## config.mk

```make
export PLATFORM = sky130hd
export DESIGN_NAME = pid_pwm_out
export DESIGN_NICKNAME = d
export VERILOG_FILES = /design/src/rtl/pid_pkg.sv /design/src/rtl/pid_deadtime.sv /design/src/rtl/pid_pwm_out.sv
export SDC_FILE = /design/constraint.sdc
export NUM_CORES = 1
export LEC_CHECK = 0
export ABC_AREA = 1
export CORE_UTILIZATION = 61
export DETAILED_ROUTE_END_ITERATION = 6
export DONT_BUFFER_PORTS = 1
export GPL_ROUTABILITY_DRIVEN = 0
export HOLD_SLACK_MARGIN = 0.1
export PLACE_DENSITY_LB_ADDON = 0.05
export SLEW_MARGIN = 20
export SYNTH_ARGS = -nofsm -noshare
export SYNTH_HDL_FRONTEND = slang
export SYNTH_SLANG_ARGS = --single-unit
```

## constraint.sdc

```tcl
create_clock -name clk -period 1.6 [get_ports clk]
set_input_delay 0.32 -clock clk [delete_from_list [all_inputs] [get_ports clk]]
set_output_delay 0.32 -clock clk [all_outputs]
set_load 0.02 [all_outputs]
```

## src/rtl/pid_pkg.sv

```systemverilog
// Shared types and helpers for the PID PWM output stage.
// Holds control-word default width, counter width and the duty clamp.
package pid_pkg;

   localparam int CW_DEF = 32;
   localparam int CNT_W  = 16;

   typedef logic signed [CW_DEF-1:0] ctrl_t;
   typedef logic [CNT_W-1:0]         cnt_t;

   typedef struct packed {
      logic sat;
      cnt_t val;
   } clamp_t;

   // Clamp a sign-extended control word to 0..per.
   // The compare runs on all 64 bits so large words never alias.
   function automatic clamp_t pid_clamp(
      input logic signed [63:0] x,
      input cnt_t               per
   );
      clamp_t r;
      r.sat = 1'b0;
      r.val = x[CNT_W-1:0];
      if (x < 64'sd0) begin
         r.sat = 1'b1;
         r.val = '0;
      end else if (x > $signed({48'd0, per})) begin
         r.sat = 1'b1;
         r.val = per;
      end
      return r;
   endfunction

endpackage

```

## src/rtl/pid_deadtime.sv

```systemverilog
// Rising-edge delay for one gate drive; falling edges pass after 1 cycle.
// Ports: clk, rst_n, in_i (raw drive), out_o (registered, delayed rise).
module pid_deadtime
   import pid_pkg::*;
#(
   parameter int DT = 4
) (
   input  logic clk,
   input  logic rst_n,
   input  logic in_i,
   output logic out_o
);

   localparam cnt_t DT_C = cnt_t'(DT);

   cnt_t cnt_q, cnt_d;
   logic out_q, out_d;

   // Output rises only once the input has stayed high for DT cycles,
   // so a pulse of DT cycles or less never reaches the pin.
   always_comb begin
      cnt_d = cnt_q;
      out_d = 1'b0;
      if (!in_i) begin
         cnt_d = '0;
      end else if (cnt_q == DT_C) begin
         out_d = 1'b1;
      end else begin
         cnt_d = cnt_q + cnt_t'(1);
      end
   end

   always_ff @(posedge clk or negedge rst_n) begin
      if (!rst_n) begin
         cnt_q <= '0;
         out_q <= 1'b0;
      end else begin
         cnt_q <= cnt_d;
         out_q <= out_d;
      end
   end

   assign out_o = out_q;

endmodule

```

## src/rtl/pid_pwm_out.sv

```systemverilog
// PWM output stage: clamps PI control words into a shadow duty register
// and applies them at the period wrap. Ports: clk, rst_n, ctrl_valid,
// ctrl_data, ctrl_ready, pwm_hi, pwm_lo, sat_flag, period_start.
// Macro PID_PWM_DEADTIME_EN enables complementary low side + dead time.
module pid_pwm_out
   import pid_pkg::*;
#(
   parameter int CW     = CW_DEF,
   parameter int PERIOD = 1000,
   parameter int DT     = 4
) (
   input  logic                 clk,
   input  logic                 rst_n,
   input  logic                 ctrl_valid,
   input  logic signed [CW-1:0] ctrl_data,
   output logic                 ctrl_ready,
   output logic                 pwm_hi,
   output logic                 pwm_lo,
   output logic                 sat_flag,
   output logic                 period_start
);

   if (PERIOD < 2 || PERIOD > 65535) begin : g_bad_period
      $error("pid_pwm_out: PERIOD out of range");
   end
   if (DT < 1 || DT > PERIOD / 4) begin : g_bad_dt
      $error("pid_pwm_out: DT out of range");
   end

   localparam cnt_t PER  = cnt_t'(PERIOD);
   localparam cnt_t LAST = cnt_t'(PERIOD - 1);

   cnt_t cnt_q, cnt_d;
   cnt_t duty_q, duty_d;
   cnt_t shadow_q, shadow_d;
   logic shadow_sat_q, shadow_sat_d;
   logic shadow_full_q, shadow_full_d;
   logic sat_q, sat_d;

   logic               wrap;
   logic               accept;
   logic               raw;
   logic signed [63:0] ctrl_ext;
   clamp_t             cl;

   assign wrap     = (cnt_q == LAST);
   assign ctrl_ext = 64'(ctrl_data);
   assign cl       = pid_clamp(ctrl_ext, PER);

   // Gated with rst_n so the slot reads busy while held in reset.
   assign ctrl_ready = rst_n & ~shadow_full_q;
   assign accept     = ctrl_valid & ctrl_ready;

   always_comb begin
      cnt_d         = wrap ? '0 : cnt_q + cnt_t'(1);
      duty_d        = duty_q;
      sat_d         = sat_q;
      shadow_d      = shadow_q;
      shadow_sat_d  = shadow_sat_q;
      shadow_full_d = shadow_full_q;
      // A full slot blocks acceptance, so load and accept never collide;
      // a word taken in the wrap cycle waits for the next wrap.
      if (wrap && shadow_full_q) begin
         duty_d        = shadow_q;
         sat_d         = shadow_sat_q;
         shadow_full_d = 1'b0;
      end else if (accept) begin
         shadow_d      = cl.val;
         shadow_sat_d  = cl.sat;
         shadow_full_d = 1'b1;
      end
   end

   always_ff @(posedge clk or negedge rst_n) begin
      if (!rst_n) begin
         cnt_q         <= '0;
         duty_q        <= '0;
         sat_q         <= 1'b0;
         shadow_q      <= '0;
         shadow_sat_q  <= 1'b0;
         shadow_full_q <= 1'b0;
      end else begin
         cnt_q         <= cnt_d;
         duty_q        <= duty_d;
         sat_q         <= sat_d;
         shadow_q      <= shadow_d;
         shadow_sat_q  <= shadow_sat_d;
         shadow_full_q <= shadow_full_d;
      end
   end

   assign raw          = (cnt_q < duty_q);
   assign sat_flag     = sat_q;
   assign period_start = (cnt_q == '0);

`ifdef PID_PWM_DEADTIME_EN
   pid_deadtime #(
      .DT(DT)
   ) u_dt_hi (
      .clk  (clk),
      .rst_n(rst_n),
      .in_i (raw),
      .out_o(pwm_hi)
   );

   pid_deadtime #(
      .DT(DT)
   ) u_dt_lo (
      .clk  (clk),
      .rst_n(rst_n),
      .in_i (~raw),
      .out_o(pwm_lo)
   );
`else
   logic pwm_hi_q;

   always_ff @(posedge clk or negedge rst_n) begin
      if (!rst_n) begin
         pwm_hi_q <= 1'b0;
      end else begin
         pwm_hi_q <= raw;
      end
   end

   assign pwm_hi = pwm_hi_q;
   assign pwm_lo = 1'b0;
`endif

endmodule

```

==> impl_metrics.env <==
export IMPL_drive_above_1_share_pct=14.8
export IMPL_numCtsBuffers=5
export IMPL_areaGrowthSynthToFinish_pct=14.1
export IMPL_maxCapViolations=0
export IMPL_clkSlewWorstSetupHoldPaths_ps=90
export IMPL_syn_nets=418
export IMPL_synth_area_sq_um=2880
export IMPL_clockBufferDepth=2
export IMPL_synthesis_instances=366
export IMPL_cts_sinks=52
export IMPL_path_max_fanout=2
export IMPL_vdd_drop_max_uv=448
export IMPL_setup_ws_ps=-225
export IMPL_finalHoldViolations=0
export IMPL_final_max_slew_viol_count=0
export IMPL_grt_max_degree=53
export IMPL_coreArea_sq_um=4440
export IMPL_cp_start_kind="flip-flop"
export IMPL_finalCritPeriodShare_pct=114
export IMPL_ys_warn_count=0
export IMPL_violations="setup timing"
export IMPL_grtUsageMet3_pct=3.56
export IMPL_ys_types=30
export IMPL_htreeDepth=2
export IMPL_crit_type="flip-flop to output pin"
export IMPL_io_pins=40
export IMPL_drtIter0Drc=88
export IMPL_rsz0062_at_grt="true"
export IMPL_final_common_cell="nand2_1"
export IMPL_antenna_found_initial=0
export IMPL_initial_utilization_pct=64.7
export IMPL_numPortBuffers=0
export IMPL_routed_via_density=5.20
export IMPL_vias=2273
export IMPL_hold_path_class="primary input to flip-flop"
export IMPL_timing_fmax_mhz=548
export IMPL_num_fill_cells=351
export IMPL_rows=24
export IMPL_final_cell_mix="87 x nand2_1, 76 x inv_1, 49 x dfrtp_1"
export IMPL_total_power_uw=2520
export IMPL_cts_tree="built"
export IMPL_grt_busiest_layer="met2"
export IMPL_grt_pass1_vias=2162
export IMPL_final_util_pct=73.9
export IMPL_die_y_um=70.7
export IMPL_yosysSeqAreaShare_pct=45.2
export IMPL_ys_ff_latch=52
export IMPL_syn_avg_cell_area_sq_um=7.86
export IMPL_track_usage_pct=23.2
export IMPL_static_leakage_power_uw=0.00182
export IMPL_cp_data_required_time_ps=1280
export IMPL_route_detailed_drc=0
export IMPL_root_buffer="clkbuf_8"
export IMPL_final_net_count=436
export IMPL_fin_crit_ps=1830
export IMPL_use_met2_pct=40.3
export IMPL_power_density_nw_per_um2=767
export IMPL_crit_path_end_kind="output pin"
export IMPL_skew_ps=9.10
export IMPL_grt_pass1_wl_mm=9.03
export IMPL_drt_wl_total_mm=5.59
export IMPL_wire_per_inst_um=12.8
export IMPL_cp_arrival_ps=1510
export IMPL_overflow=0
export IMPL_dp_hpwl_mm=3.79
export IMPL_die_width_um=70.7
export IMPL_grt_util_met1_pct=28.6
export IMPL_antenna_left=0
export IMPL_place_ws_ps=44.2
export IMPL_die_area_sq_um=4990
export IMPL_finalSetupViolCount=18
export IMPL_clk_latency_ps=300
export IMPL_finalSetupTns_ps=-1360
export IMPL_num_antenna_cells=0
export IMPL_firstDrtPassIters=4
export IMPL_outcome="complete, but fails checks"
cell usage after synthesis:
master,instances,area share (%)
buf_6,3,1.2
o21a_1,1,0.26
and2_0,1,0.22
ha_1,17,7.4
a21oi_1,13,2.3
o21ai_0,14,2.4
o21ai_2,9,2.7
nor4_1,2,0.43
a21boi_0,1,0.26
conb_1,1,0.13
or2_1,1,0.22
xnor2_1,2,0.61
nor3_1,9,1.6
a211oi_1,2,0.52
nand3_1,16,2.8
nand2_1,97,13
o21bai_1,1,0.26
dfrtp_1,52,45
or2_2,1,0.22
xor2_1,6,1.8
clkbuf_1,1,0.13
o31a_1,1,0.30
buf_4,1,0.26
nor2_8,1,0.70
nand4_1,3,0.65
nand2_2,1,0.22
nor2_1,29,3.8
buf_2,2,0.35
nor3_2,1,0.35
inv_1,77,10
timing repair:
action                     4_1_cts  5_1_grt
hold buffers                     2        0
resized for setup                2       29
buffers inserted                 0        1
setup endpoints to repair        1       23
hold endpoints to repair        52        0
cloned                           0        3
pin swaps                        0        4
routing by layer:
metal	routed length, um	vias to the layer above
met2	2770	73
met3	254	8
met4	83	0
li1	-	1153
met1	2480	1039
met5	0	-
kinds of logic (layout without fill, tap and decap cells):
| kind of cell | count (synthesis) | after routing | share of synthesized area, % |
|---|---|---|---|
| AND/OR/NAND/NOR | 162 | 162 | 23.8 |
| buffers and inverters | 84 | 103 | 12.0 |
| flip-flops | 52 | 52 | 45.2 |
| AO/OA/AOI/OAI | 42 | 42 | 9.05 |
| adder cells (fa/ha/maj) | 17 | 17 | 7.39 |
| XOR/XNOR | 8 | 8 | 2.44 |
| other | 1 | 1 | 0.130 |
final cells by class:
cell class	count	area [sq um]	area share, %
Clock inverter	2	35.0	1.07
Clock buffer	6	72.6	2.21
Timing Repair Buffer	18	216	6.59
Multi-Input combinational cell	230	1300	39.6
Tap cell	52	65.1	1.98
Sequential cell	52	1310	39.7
Inverter	77	289	8.80
worst max-delay path, cell delays in order, from the launching register on:
cell and delay [ps]:
dfrtp_1 390, or2_4 250, nor3_2 110, nand3_1 110, nor4_2 150, buf_4 180
registers in the layout (all words and copies together), names as in the netlist:
| signal | cells |
|---|---|
| pwm_hi | 1 |
| shadow_q | 16 |
| shadow_full_q | 1 |
| sat_flag | 1 |
| cnt_q | 16 |
| duty_q | 16 |
| shadow_sat_q | 1 |
metrics by stage:
| step | cells | instance area, sq um | hold WS, ps |
|---|---|---|---|
| 3_3_place_gp | 423 | 3000 | 25.6 |
| 6_report | 437 | 3280 | 145 |
| 4_1_cts | 433 | 3150 | 141 |
| 2_1_floorplan | 366 | 2880 | 24.4 |
| 5_1_grt | 437 | 3280 | 145 |
| 3_5_place_dp | 423 | 3000 | 25.6 |
power breakdown:
part           switching, uW  internal, uW
clock                    416           464
sequential              54.0          1400
combinational            110          74.9
total                    579          1940
final timing paths:
check / start / end / slack (ps) / cells past startpoint
setup reg to reg: cnt_q[10]$_DFF_PN0_ / duty_q[11]$_DFFE_PN0P_ / -110 / 8
setup / recovery: cnt_q[10]$_DFF_PN0_ / period_start / -230 / 5
hold reg to reg: shadow_sat_q$_DFFE_PN0P_ / sat_flag$_DFFE_PN0P_ / 480 / 2
hold / removal: ctrl_data[4] / shadow_q[4]$_DFFE_PN0P_ / 140 / 2
min in group asynchronous: rst_n / pwm_hi$_DFF_PN0_ / 540 / 2
max in group asynchronous: rst_n / cnt_q[1]$_DFF_PN0_ / 820 / 2
Note: power is estimated with default switching activity, not from simulation.
